<file path="src/rtl/imm_ext_pkg.sv">
`default_nettype none
// ============================================================================
//  Module      : imm_ext_pkg
//  Description : Shared widths, extension-mode encodings and skid-buffer
//                state type for the registered immediate-extension stage.
//  Revision    : 1.0  initial release
// ============================================================================
package imm_ext_pkg;

  localparam int DEF_DATA_W = 32;
  localparam int DEF_IMM_W  = 16;
  localparam int DEF_J_W    = 26;
  localparam int MODE_W     = 3;

  // Extension mode encodings; anything above EXT_JMP is illegal.
  localparam logic [MODE_W-1:0] EXT_ZERO = 3'd0;
  localparam logic [MODE_W-1:0] EXT_SIGN = 3'd1;
  localparam logic [MODE_W-1:0] EXT_LUI  = 3'd2;
  localparam logic [MODE_W-1:0] EXT_BR   = 3'd3;
  localparam logic [MODE_W-1:0] EXT_JMP  = 3'd4;

  // Occupancy of the two-entry skid buffer.
  typedef enum logic [1:0] {
    ST_EMPTY = 2'd0,
    ST_ONE   = 2'd1,
    ST_TWO   = 2'd2
  } skid_state_e;

endpackage
`default_nettype wire

</file>
<file path="src/rtl/imm_ext_core.sv">
`default_nettype none
// ============================================================================
//  Module      : imm_ext_core
//  Description : Combinational mode arithmetic: zero/sign extension, LUI
//                placement, branch target and jump target formation.
//  Revision    : 1.0  initial release
// ============================================================================
module imm_ext_core #(
  parameter int DATA_W = imm_ext_pkg::DEF_DATA_W,
  parameter int IMM_W  = imm_ext_pkg::DEF_IMM_W,
  parameter int J_W    = imm_ext_pkg::DEF_J_W,
  parameter int MODE_W = imm_ext_pkg::MODE_W
) (
  input  logic [J_W-1:0]    idx,
  input  logic [DATA_W-1:0] pc_plus4,
  input  logic [MODE_W-1:0] mode,
  output logic [DATA_W-1:0] data,
  output logic              err
);
  import imm_ext_pkg::*;

  // Bits of the jump target supplied by the index field (index plus word offset).
  localparam int c_LOW_W = J_W + 2;

  logic [IMM_W-1:0]  w_imm;
  logic [DATA_W-1:0] w_zext;
  logic [DATA_W-1:0] w_sext;
  logic [DATA_W-1:0] w_lui;
  logic [DATA_W-1:0] w_br;
  logic [DATA_W-1:0] w_jmp;

  assign w_imm  = idx[IMM_W-1:0];
  assign w_zext = {{(DATA_W-IMM_W){1'b0}}, w_imm};
  assign w_sext = {{(DATA_W-IMM_W){w_imm[IMM_W-1]}}, w_imm};
  assign w_lui  = {w_imm, {(DATA_W-IMM_W){1'b0}}};
  // Branch target wraps modulo 2^DATA_W; carries out of the top are dropped.
  assign w_br   = pc_plus4 + (w_sext << 2);
  // Keep the PC region bits above the index field, replace the rest.
  assign w_jmp  = ((pc_plus4 >> c_LOW_W) << c_LOW_W) | DATA_W'({idx, 2'b00});

  // Select the operand for the requested mode; illegal modes yield zero with err.
  always_comb begin
    data = '0;
    err  = 1'b0;
    case (mode)
      MODE_W'(EXT_ZERO): data = w_zext;
      MODE_W'(EXT_SIGN): data = w_sext;
      MODE_W'(EXT_LUI):  data = w_lui;
      MODE_W'(EXT_BR):   data = w_br;
      MODE_W'(EXT_JMP):  data = w_jmp;
      default:           err  = 1'b1;
    endcase
  end

endmodule
`default_nettype wire

</file>
<file path="src/rtl/imm_ext_stage.sv">
`default_nettype none
// ============================================================================
//  Module      : imm_ext_stage
//  Description : Registered ID/EX immediate extender with valid/ready
//                handshake and a two-entry skid buffer. in_ready comes
//                straight from a flop, so no combinational path from
//                out_ready reaches the upstream stage.
//  Revision    : 1.0  initial release
// ============================================================================
module imm_ext_stage #(
  parameter int DATA_W = imm_ext_pkg::DEF_DATA_W,
  parameter int IMM_W  = imm_ext_pkg::DEF_IMM_W,
  parameter int J_W    = imm_ext_pkg::DEF_J_W,
  parameter int MODE_W = imm_ext_pkg::MODE_W
) (
  input  logic              clk,
  input  logic              rst_n,
  input  logic              in_valid,
  output logic              in_ready,
  input  logic [J_W-1:0]    idx,
  input  logic [DATA_W-1:0] pc_plus4,
  input  logic [MODE_W-1:0] mode,
  input  logic              flush,
  output logic              out_valid,
  input  logic              out_ready,
  output logic [DATA_W-1:0] out_data,
  output logic              out_err
);
  import imm_ext_pkg::*;

  skid_state_e       state_q, state_d;
  logic [DATA_W-1:0] head_data_q, head_data_d;
  logic              head_err_q, head_err_d;
  logic [DATA_W-1:0] tail_data_q, tail_data_d;
  logic              tail_err_q, tail_err_d;
  logic              out_valid_q, out_valid_d;
  logic              in_ready_q, in_ready_d;

  logic [DATA_W-1:0] w_new_data;
  logic              w_new_err;
  logic              w_in_xfer;
  logic              w_out_xfer;

  imm_ext_core #(
    .DATA_W (DATA_W),
    .IMM_W  (IMM_W),
    .J_W    (J_W),
    .MODE_W (MODE_W)
  ) u_core (
    .idx      (idx),
    .pc_plus4 (pc_plus4),
    .mode     (mode),
    .data     (w_new_data),
    .err      (w_new_err)
  );

  assign w_in_xfer  = in_valid & in_ready_q;
  assign w_out_xfer = out_valid_q & out_ready;

  // Skid-buffer next state and storage updates; flush overrides everything.
  always_comb begin
    state_d     = state_q;
    head_data_d = head_data_q;
    head_err_d  = head_err_q;
    tail_data_d = tail_data_q;
    tail_err_d  = tail_err_q;
    if (flush) begin
      state_d = ST_EMPTY;
    end else begin
      case (state_q)
        ST_EMPTY: begin
          if (w_in_xfer) begin
            head_data_d = w_new_data;
            head_err_d  = w_new_err;
            state_d     = ST_ONE;
          end
        end
        ST_ONE: begin
          if (w_in_xfer && w_out_xfer) begin
            head_data_d = w_new_data;
            head_err_d  = w_new_err;
          end else if (w_in_xfer) begin
            tail_data_d = w_new_data;
            tail_err_d  = w_new_err;
            state_d     = ST_TWO;
          end else if (w_out_xfer) begin
            state_d = ST_EMPTY;
          end
        end
        ST_TWO: begin
          // in_ready is low here, so only the drain side can move.
          if (w_out_xfer) begin
            head_data_d = tail_data_q;
            head_err_d  = tail_err_q;
            state_d     = ST_ONE;
          end
        end
        default: state_d = ST_EMPTY;
      endcase
    end
    out_valid_d = (state_d != ST_EMPTY);
    in_ready_d  = (state_d != ST_TWO);
  end

  // State, storage and handshake flops; reset empties both entries at once.
  always_ff @(posedge clk or negedge rst_n) begin
    if (!rst_n) begin
      state_q     <= ST_EMPTY;
      head_data_q <= '0;
      head_err_q  <= 1'b0;
      tail_data_q <= '0;
      tail_err_q  <= 1'b0;
      out_valid_q <= 1'b0;
      in_ready_q  <= 1'b1;
    end else begin
      state_q     <= state_d;
      head_data_q <= head_data_d;
      head_err_q  <= head_err_d;
      tail_data_q <= tail_data_d;
      tail_err_q  <= tail_err_d;
      out_valid_q <= out_valid_d;
      in_ready_q  <= in_ready_d;
    end
  end

  assign in_ready  = in_ready_q;
  assign out_valid = out_valid_q;
  assign out_data  = head_data_q;
  assign out_err   = head_err_q;

endmodule
`default_nettype wire

</file>
<file path="config.mk">
export PLATFORM = sky130hd
export DESIGN_NAME = imm_ext_stage
export DESIGN_NICKNAME = d
export VERILOG_FILES = /design/src/rtl/imm_ext_pkg.sv /design/src/rtl/imm_ext_core.sv /design/src/rtl/imm_ext_stage.sv
export SDC_FILE = /design/constraint.sdc
export NUM_CORES = 1
export LEC_CHECK = 0
export BUFFER_PORTS_ARGS = -buffer_cell sky130_fd_sc_hd__buf_2
export CORE_MARGIN = 1
export CORE_UTILIZATION = 47
export CTS_CLUSTER_DIAMETER = 100
export DETAILED_ROUTE_END_ITERATION = 7
export PLACE_DENSITY = 0.7
export SLEW_MARGIN = 15
export SYNTH_ARGS = -nofsm -noshare
export SYNTH_HDL_FRONTEND = slang
export SYNTH_HIERARCHICAL = 1
export SYNTH_SLANG_ARGS = --single-unit
</file>
<file path="constraint.sdc">
create_clock -name clk -period 4.4 [get_ports clk]
set_clock_uncertainty 0.2 [all_clocks]
set_input_delay 0.66 -clock clk [delete_from_list [all_inputs] [get_ports clk]]
set_output_delay 0.66 -clock clk [all_outputs]
set_load 0.02 [all_outputs]
</file>
==> results of run 1 <==
-- cell usage in the layout, fill, tap and decap left out, types with 8 or more instances in the layout --
cell,instances
xnor2_1,13
a31oi_1,9
nand3_1,11
dfrtp_1,69
nand2_1,143
xor2_1,8
nor2_1,28
o221ai_1,12
mux2_4,30
inv_1,13
buf_4,9
ha_1,29
mux2_2,34
clkbuf_16,9
a21o_1,15
o21ai_1,19
a22oi_1,10
buf_2,100
a21oi_1,42
-- report_power, final --
part | switching (mW) | leakage, nW | internal [mW]
Clock | 0.276 | 0.128 | 0.379
Combinational | 0.466 | 2.10 | 0.408
Sequential | 0.0988 | 0.914 | 0.826
Total | 0.841 | 3.14 | 1.61
-- per-layer routing --
metal | global-route usage (%) | routed length (microns) | vias to the layer above | part of all wire (%)
met4 | 7.046 | 265 | 0 | 1.8
met5 | 0 | 0 | - | 0
met3 | 4.961 | 896 | 20 | 6.0
li1 | - | - | 2314 | -
met1 | 34.85 | 6782 | 2320 | 45
met2 | 42.27 | 6993 | 208 | 47
-- worst paths after layout --
| check | end | slack [ps] | depth (start not counted) |
|---|---|---|---|
| max in group asynchronous | tail_data_q[28] | 2920 | 2 |
| max reg2reg | out_data[27] | 2130 | 5 |
| max | out_data[27] | 610 | 14 |
| min | out_data[14] | 270 | 1 |
| min reg2reg | tail_data_q[5] | 290 | 1 |
| min in group clk | tail_data_q[5] | 290 | 1 |
-- sequential cells by signal, indices dropped and copies added, names as in the netlist --
register,flops
out_err,1
tail_data_q,32
in_ready,1
state_q,2
out_data,32
tail_err_q,1
out_valid,1
-- final cells by class --
type / count / share of cell area [%]
Tap cell: 140 / 2.807
Sequential cell: 70 / 28.09
Clock buffer: 10 / 3.670
Timing Repair Buffer: 109 / 9.104
Multi-Input combinational cell: 485 / 54.92
Clock inverter: 6 / 0.6216
Inverter: 13 / 0.7820
-- kinds of logic after synthesis --
family | Yosys count | synth area share (%)
simple gates | 225 | 18.87
compound gates | 139 | 17.52
mux | 70 | 16.60
flops | 70 | 32.48
buf+inv | 42 | 4.033
fa+ha+maj | 30 | 7.093
xor+xnor | 21 | 3.408
-- stage by stage --
stage	hold WS [ps]	total power, mW	utilization (%)	cells
after floorplan	164.4	1.544	-	597
after CTS	289.6	2.470	56.57	833
final	271.6	2.454	56.57	833
after global routing	314.8	2.607	56.57	833
after detailed placement	274.9	1.805	54.14	817
after global placement	267.8	1.778	54.14	817
-- worst register-to-register path, stage by stage (launching register included) --
cell and delay [ps]:
dfstp_2 530, and3b_1 240, nand2b_1 130, a21oi_4 130, buf_4 520, mux2_2 410
==> flow_metrics.env, run 1 <==
export IMPL_leakage_nw=3.141
export IMPL_num_vias=4862
export IMPL_setup_tns_ps=0
export IMPL_ir_drop_uv=260.2
export IMPL_synth_nets=693
export IMPL_drive_gt1_share_pct=28.86
export IMPL_hold_violations=0
export IMPL_gr_total_overflow=0
export IMPL_rr_startpoint="in_ready"
export IMPL_placementRows=38
export IMPL_drv_slew=0
export IMPL_synthTopCellsByArea="dfrtp_1 32%, nand2_1 9.9%, mux2_4 8.3%"
export IMPL_core_area_sq_um=11030
export IMPL_grt_pass1_wl_mm=23.67
export IMPL_drt_first_pass_iters=6
export IMPL_path_class="in2reg"
export IMPL_worstHoldPathType="in2async"
export IMPL_start_kind="input port"
export IMPL_period_needed_ps=3792
export IMPL_cts_resized=0
export IMPL_status="finished, final reports clean"
export IMPL_cp_cell_sequence="buf_2 > ha_1 > a21o_1 > a221o_1 > or3b_1 > o21ai_2 > nor4b_4 > o31ai_2 > a221o_1 > xnor2_1 > o221ai_1 > nand2_1 > nand2_1 > mux2_2"
export IMPL_tightest_slew_ps=926.8
export IMPL_grt_pass1_vias=4621
export IMPL_path_buf_inv=1
export IMPL_finalCritPeriodShare_pct=86.18
export IMPL_drv_cap=0
export IMPL_dpl_hpwl_mm=11.08
export IMPL_max_stage_delay_ps=380
export IMPL_cts_max_level=3
export IMPL_boundaryPins=101
export IMPL_nFillCells=1018
export IMPL_cts_made_buffers=9
export IMPL_die_h_microns=109.2
export IMPL_power_density_nw_per_um2=393.3
export IMPL_clkTransAtPathRegs_ps=60
export IMPL_synth_commonest_cells="143 x nand2_1, 69 x dfrtp_1, 42 x a21oi_1"
export IMPL_crit_path_end_kind="register"
export IMPL_yosysUniqueCellTypes=66
export IMPL_clock_path_buffers=2
export IMPL_cts_sink_count=70
export IMPL_grtUsageTotal_pct=25.91
export IMPL_ant_nets=0
export IMPL_drc=0
export IMPL_n_antenna_cell=0
export IMPL_cts_root_buffer="clkbuf_16"
export IMPL_layout_area_overhead_vs_synth_pct=15.60
export IMPL_synth_edf_count=0
export IMPL_slowest_stage="ha_1"
export IMPL_start_util_pct=48.93
export IMPL_place_congestion=0.9155
export IMPL_crit_start="idx[6]"
export IMPL_viasPerCell=5.837
export IMPL_wl_mm=14.94
export IMPL_seq_area_sq_um=1753
export IMPL_seq_area_frac_synth_pct=32.48
export IMPL_synth_most_common_cell="nand2_1"
export IMPL_ys_ff_latch=70
export IMPL_drt_initial_drc_count=333
export IMPL_multi_input_area_sq_um=3427
export IMPL_setup_viol=0
export IMPL_worst_slack_ps=608.2
export IMPL_insertion_delay_ps=320
export IMPL_syn_cell_area_sq_um=5398
export IMPL_wl_per_cell_microns=17.93
export IMPL_yosys_warnings=6
export IMPL_netlist_instances=597
export IMPL_antenna_found_initial=0
export IMPL_dpl_cell_area_sq_um=5972
export IMPL_die_w_microns=109.2
export IMPL_grt_max_degree=42
export IMPL_synth_top_flop_cell="dfrtp_1"
export IMPL_layout_nets=784
export IMPL_cts_tree="yes"
export IMPL_worstPathArrival_ps=3810
export IMPL_max_freq_mhz=263.7
export IMPL_dp_slack_ps=286.6
export IMPL_rsz0062_at_grt="false"
export IMPL_cts_hold_buffers=0
export IMPL_critical_path_top_delay_family="compound AO/OA/AOI/OAI gates"
export IMPL_dieArea_sq_um=11920
export IMPL_synth_avg_cell_area_sq_um=9.041
export IMPL_critical_path_required_ps=4410
export IMPL_yosys_area_top_type="dfrtp_1"
export IMPL_ys_async_sr_fraction_pct=100.0
export IMPL_yosys_area_top_type_share_pct=31.99
export IMPL_fin_area_sq_um=6240
export IMPL_io_buffer_count=100
export IMPL_post_cts_buffers=0
export IMPL_slew_headroom_pct=38.21
export IMPL_worstPathMaxFanout=6
Note: power is estimated with default switching activity, not from simulation.
==> inputs of run 2 (changes only) <==
clock period = 3.7 ns   (was 4.4 ns; I/O delays follow)
==> flow_metrics.env, run 2 (synthesis gave the netlist of run 1 again) <==
export IMPL_status="finished, final reports clean"
export IMPL_layout_nets=816
export IMPL_period_needed_ps=3544
export IMPL_wl_per_cell_microns=16.87
export IMPL_place_congestion=0.9069
export IMPL_finalCritPeriodShare_pct=95.77
export IMPL_max_stage_delay_ps=370
export IMPL_slowest_stage="or3b_1"
export IMPL_grt_pass1_vias=4836
export IMPL_boundaryPins=101
export IMPL_wl_mm=14.59
export IMPL_dpl_hpwl_mm=11.05
export IMPL_drt_initial_drc_count=376
export IMPL_worstPathMaxFanout=4
export IMPL_dieArea_sq_um=11920
export IMPL_hold_violations=0
export IMPL_layout_area_overhead_vs_synth_pct=20.98
export IMPL_cts_root_buffer="clkbuf_16"
export IMPL_cts_max_level=3
export IMPL_p_int_mw=2.040
export IMPL_final_common_cell="nand2_1"
export IMPL_rrSetupSlack_ps=1270
export IMPL_clock_path_buffers=2
export IMPL_num_vias=4952
export IMPL_drv_cap=0
export IMPL_grt_pass1_wl_mm=23.70
export IMPL_drc=0
export IMPL_die_h_microns=109.2
export IMPL_viasPerCell=5.725
export IMPL_max_freq_mhz=282.2
export IMPL_setup_viol=0
export IMPL_worst_slack_ps=156.4
export IMPL_finalNonFillerCells=865
export IMPL_nFillCells=949
export IMPL_antenna_found_initial=0
export IMPL_cts_hold_buffers=0
export IMPL_grt_max_degree=42
export IMPL_p_comb_share_pct=35.3
export IMPL_insertion_delay_ps=330
export IMPL_seqPwrFrac_pct=36.3
export IMPL_path_buf_inv=1
export IMPL_core_area_sq_um=11030
export IMPL_switching_power_mw=1.009
export IMPL_gr_total_overflow=0
export IMPL_tightest_slew_ps=730.3
export IMPL_rsz0062_at_grt="false"
export IMPL_ant_nets=0
export IMPL_clkTransAtPathRegs_ps=60
export IMPL_place_inst=849
export IMPL_drv_slew=0
export IMPL_swShare_pct=33.09
export IMPL_die_w_microns=109.2
export IMPL_power_frac_clock_pct=28.5
export IMPL_path_class="in2reg"
export IMPL_start_kind="input port"
export IMPL_worstPathArrival_ps=3560
export IMPL_critical_path_top_delay_family="compound AO/OA/AOI/OAI gates"
export IMPL_rr_worst_depth=5
export IMPL_final_cell_mix="143 x nand2_1, 100 x buf_2, 69 x dfrtp_1"
export IMPL_slew_headroom_pct=51.13
export IMPL_ir_drop_uv=391.3
export IMPL_cp_cell_sequence="buf_2 > ha_1 > and2_4 > a221o_1 > or3b_1 > o21ai_2 > nor4b_4 > o31ai_2 > a221o_1 > xnor2_1 > o221ai_1 > nand2_1 > nand2_1 > mux2_2"
export IMPL_worstHoldPathType="in2async"
export IMPL_n_antenna_cell=0
export IMPL_crit_path_end_kind="register"
export IMPL_start_util_pct=48.93
export IMPL_drt_first_pass_iters=5
export IMPL_io_buffer_count=100
export IMPL_cts_sink_count=70
export IMPL_worst_hold_slack_ps=46.50
export IMPL_leakage_nw=3.319
export IMPL_power_density_nw_per_um2=466.8
export IMPL_crit_cells=14
export IMPL_grtUsageTotal_pct=25.84
export IMPL_placementRows=38
export IMPL_dp_slack_ps=-157.5
export IMPL_critical_path_required_ps=3710
export IMPL_drive_gt1_share_pct=32.28
export IMPL_cts_made_buffers=9
export IMPL_setup_tns_ps=0
export IMPL_cts_tree="yes"
==> run 2: final cells by class <==
type / instances / area [sq um] / share of cell area, %
clock buffer: 10 / 239.0 / 3.660
clock inverter: 6 / 61.31 / 0.9389
inverter: 13 / 48.80 / 0.7473
multi-input combinational: 485 / 3432 / 52.56
sequential: 70 / 1753 / 26.84
tap: 140 / 175.2 / 2.683
timing repair buffer: 141 / 820.8 / 12.57
==> run 2: metrics by stage <==
| step | total power [mW] | utilization, % | area [sq um] |
|---|---|---|---|
| after global placement | 2.145 | 56.43 | 6225 |
| after global routing | 3.217 | 59.20 | 6530 |
| after floorplan | 1.836 | - | 5398 |
| final | 3.048 | 59.20 | 6530 |
| after CTS | 3.068 | 59.15 | 6525 |
| after detailed placement | 2.184 | 56.43 | 6225 |
==> run 2: power groups by stage <==
| stage | combinational, mW | clock, mW | sequential [mW] |
|---|---|---|---|
| floorplan | 0.630 | 0 | 1.21 |
| global placement | 1.05 | 0 | 1.10 |
| detailed placement | 1.07 | 0 | 1.12 |
| CTS | 1.08 | 0.886 | 1.11 |
| global route | 1.17 | 0.910 | 1.13 |
| finish | 1.08 | 0.867 | 1.11 |
==> run 2: worst paths after layout <==
path / from / endpoint
worst min register to register: tail_data_q[5] / tail_data_q[5]
worst max-delay path: idx[9] / out_data[27]
worst max register to register: in_ready / out_data[4]
worst min-delay path: rst_n / out_data[13]
max in group asynchronous: rst_n / in_ready
min in group clk: tail_data_q[5] / tail_data_q[5]
==> run 2: repair_timing <==
item | CTS | global route
buffers inserted | 0 | 0
gates resized for setup | 0 | 1
endpoints found under the setup margin | 0 | 1
==> run 2: per-layer routing <==
layer	GRT usage, %	part of all wire [%]	routed length (microns)	vias up
li1	-	-	-	2369
met1	33.72	44	6445	2375
met2	43.49	48	6988	184
met3	4.065	5.6	821	24
met4	8.301	2.3	334	0
met5	0	0	0	-
==> run 2: worst reg2reg max path, delay by kind of cell (launching register included) <==
| kind | cells | cell delay (ps) |
|---|---|---|
| multiplexers | 1 | 330 |
| flip-flops | 1 | 530 |
| buffers and inverters | 1 | 280 |
| AND/OR/NAND/NOR | 2 | 390 |
| AO/OA/AOI/OAI | 1 | 570 |
==> inputs of run 3 (changes only) <==
clock period = 4.02 ns   (was 3.7 ns; I/O delays follow)
==> flow_metrics.env, run 3 (synthesis gave the netlist of run 1 again) <==
export IMPL_ant_nets=0
export IMPL_drt_initial_drc_count=387
export IMPL_dieArea_sq_um=11920
export IMPL_num_vias=4818
export IMPL_grt_use_met1_pct=34.76
export IMPL_antenna_found_initial=1
export IMPL_power_mw=2.720
export IMPL_rr_worst_depth=5
export IMPL_dpl_cell_area_sq_um=6030
export IMPL_rr_startpoint="in_ready"
export IMPL_grt_busiest_layer="met2"
export IMPL_drv_slew=0
export IMPL_seq_area_sq_um=1753
export IMPL_clkTransAtPathRegs_ps=60
export IMPL_hold_violations=0
export IMPL_hp_start="tail_data_q[30]"
export IMPL_cts_max_level=3
export IMPL_finalCritPeriodShare_pct=92.08
export IMPL_clock_path_buffers=2
export IMPL_boundaryPins=101
export IMPL_power_density_nw_per_um2=429.2
export IMPL_cts_resized=0
export IMPL_use_met2_pct=41.42
export IMPL_insertion_delay_ps=330
export IMPL_grt_met3_usage_pct=5.380
export IMPL_r2r_end="out_data[7]"
export IMPL_setup_tns_ps=0
export IMPL_cts_root_buffer="clkbuf_16"
export IMPL_start_util_pct=48.93
export IMPL_critical_path_required_ps=4030
export IMPL_io_buffer_count=100
export IMPL_drc=0
export IMPL_ir_drop_uv=388.9
export IMPL_slew_headroom_pct=48.31
export IMPL_nFillCells=1001
export IMPL_final_cell_mix="143 x nand2_1, 100 x buf_2, 69 x dfrtp_1"
export IMPL_holdPathEnd="tail_data_q[30]"
export IMPL_multi_input_area_sq_um=3428
export IMPL_layout_nets=792
export IMPL_worst_hold_slack_ps=291.2
export IMPL_final_common_cell="nand2_1"
export IMPL_grt_pass1_wl_mm=23.67
export IMPL_rsz0062_at_grt="false"
export IMPL_core_area_sq_um=11030
export IMPL_path_class="in2reg"
export IMPL_drt_first_pass_iters=5
export IMPL_grt_max_degree=47
export IMPL_leakage_nw=3.189
export IMPL_finalNonFillerCells=842
export IMPL_max_freq_mhz=270.2
export IMPL_post_cts_buffers=0
export IMPL_viasPerCell=5.722
export IMPL_wl_mm=14.78
export IMPL_cts_sink_count=70
export IMPL_status="finished, final reports clean"
export IMPL_crit_path_end_kind="register"
export IMPL_wl_per_cell_microns=17.55
export IMPL_rrSetupSlack_ps=1540
export IMPL_setup_viol=0
export IMPL_cts_made_buffers=9
export IMPL_drv_cap=0
export IMPL_dpl_hpwl_mm=11.11
export IMPL_start_kind="input port"
export IMPL_worstPathMaxFanout=4
export IMPL_cts_tree="yes"
export IMPL_die_h_microns=109.2
export IMPL_cts_hold_buffers=0
export IMPL_place_inst=823
export IMPL_layout_area_overhead_vs_synth_pct=17.43
export IMPL_grtUsageTotal_pct=25.87
export IMPL_grt_pass1_vias=4624
export IMPL_worstHoldPathType="reg2reg"
export IMPL_fin_area_sq_um=6339
export IMPL_period_needed_ps=3702
export IMPL_tightest_slew_ps=773.6
export IMPL_placementRows=38
export IMPL_die_w_microns=109.2
export IMPL_hold_path_depth=1
export IMPL_worstPathArrival_ps=3710
export IMPL_place_congestion=0.8725
export IMPL_gr_total_overflow=0
export IMPL_drive_gt1_share_pct=29.67
## run 3: metal layers
layer | up-vias | part of all wire [%]
met5 | - | 0
met4 | 0 | 2.5
met3 | 23 | 6.2
met2 | 182 | 46
met1 | 2280 | 46
li1 | 2333 | -
## run 3: layout make-up
type	count	share of cell area, %
multi-input cells	485	54.09
clock buffers	10	3.612
well taps	140	2.764
repair buffers	117	10.34
diodes	1	0.03948
flip-flops and latches	70	27.65
clock inverters	6	0.7304
inverters	13	0.7698
## run 3: through the flow
stage | utilization (%) | setup slack, ps
2_1_floorplan | - | 370.6
3_3_place_gp | 54.66 | 97.28
3_5_place_dp | 54.66 | 56.09
4_1_cts | 57.16 | 342.7
5_1_grt | 57.44 | 200.5
6_report | 57.46 | 318.4
## run 3: worst max-delay path, cell delays in order
cell	delay (ps)
buf_2	130
ha_1	350
and2_4	190
a221o_1	380
or3b_1	380
o21ai_2	140
nor4b_4	270
o31ai_2	150
a221o_1	380
xnor2_1	140
o221ai_1	160
nand2_1	110
nand2_1	70
mux2_2	260
## run 3: worst max path at each step
| stage | start | end | slack (ps) | cells past startpoint |
|---|---|---|---|---|
| after floorplan | idx[6] | out_data[27] | 370 | 13 |
| after global placement | idx[9] | out_data[27] | 100 | 14 |
| after detailed placement | idx[9] | out_data[27] | 60 | 14 |
| after CTS | idx[9] | out_data[27] | 340 | 14 |
| after global routing | idx[8] | out_data[25] | 200 | 15 |
| final | idx[9] | out_data[27] | 320 | 14 |
## run 3: power by group
part | total, mW | internal (mW) | switching, mW
Combinational | 0.971 | 0.457 | 0.514
Clock | 0.737 | 0.422 | 0.315
Sequential | 1.01 | 0.904 | 0.108
Total | 2.72 | 1.78 | 0.937
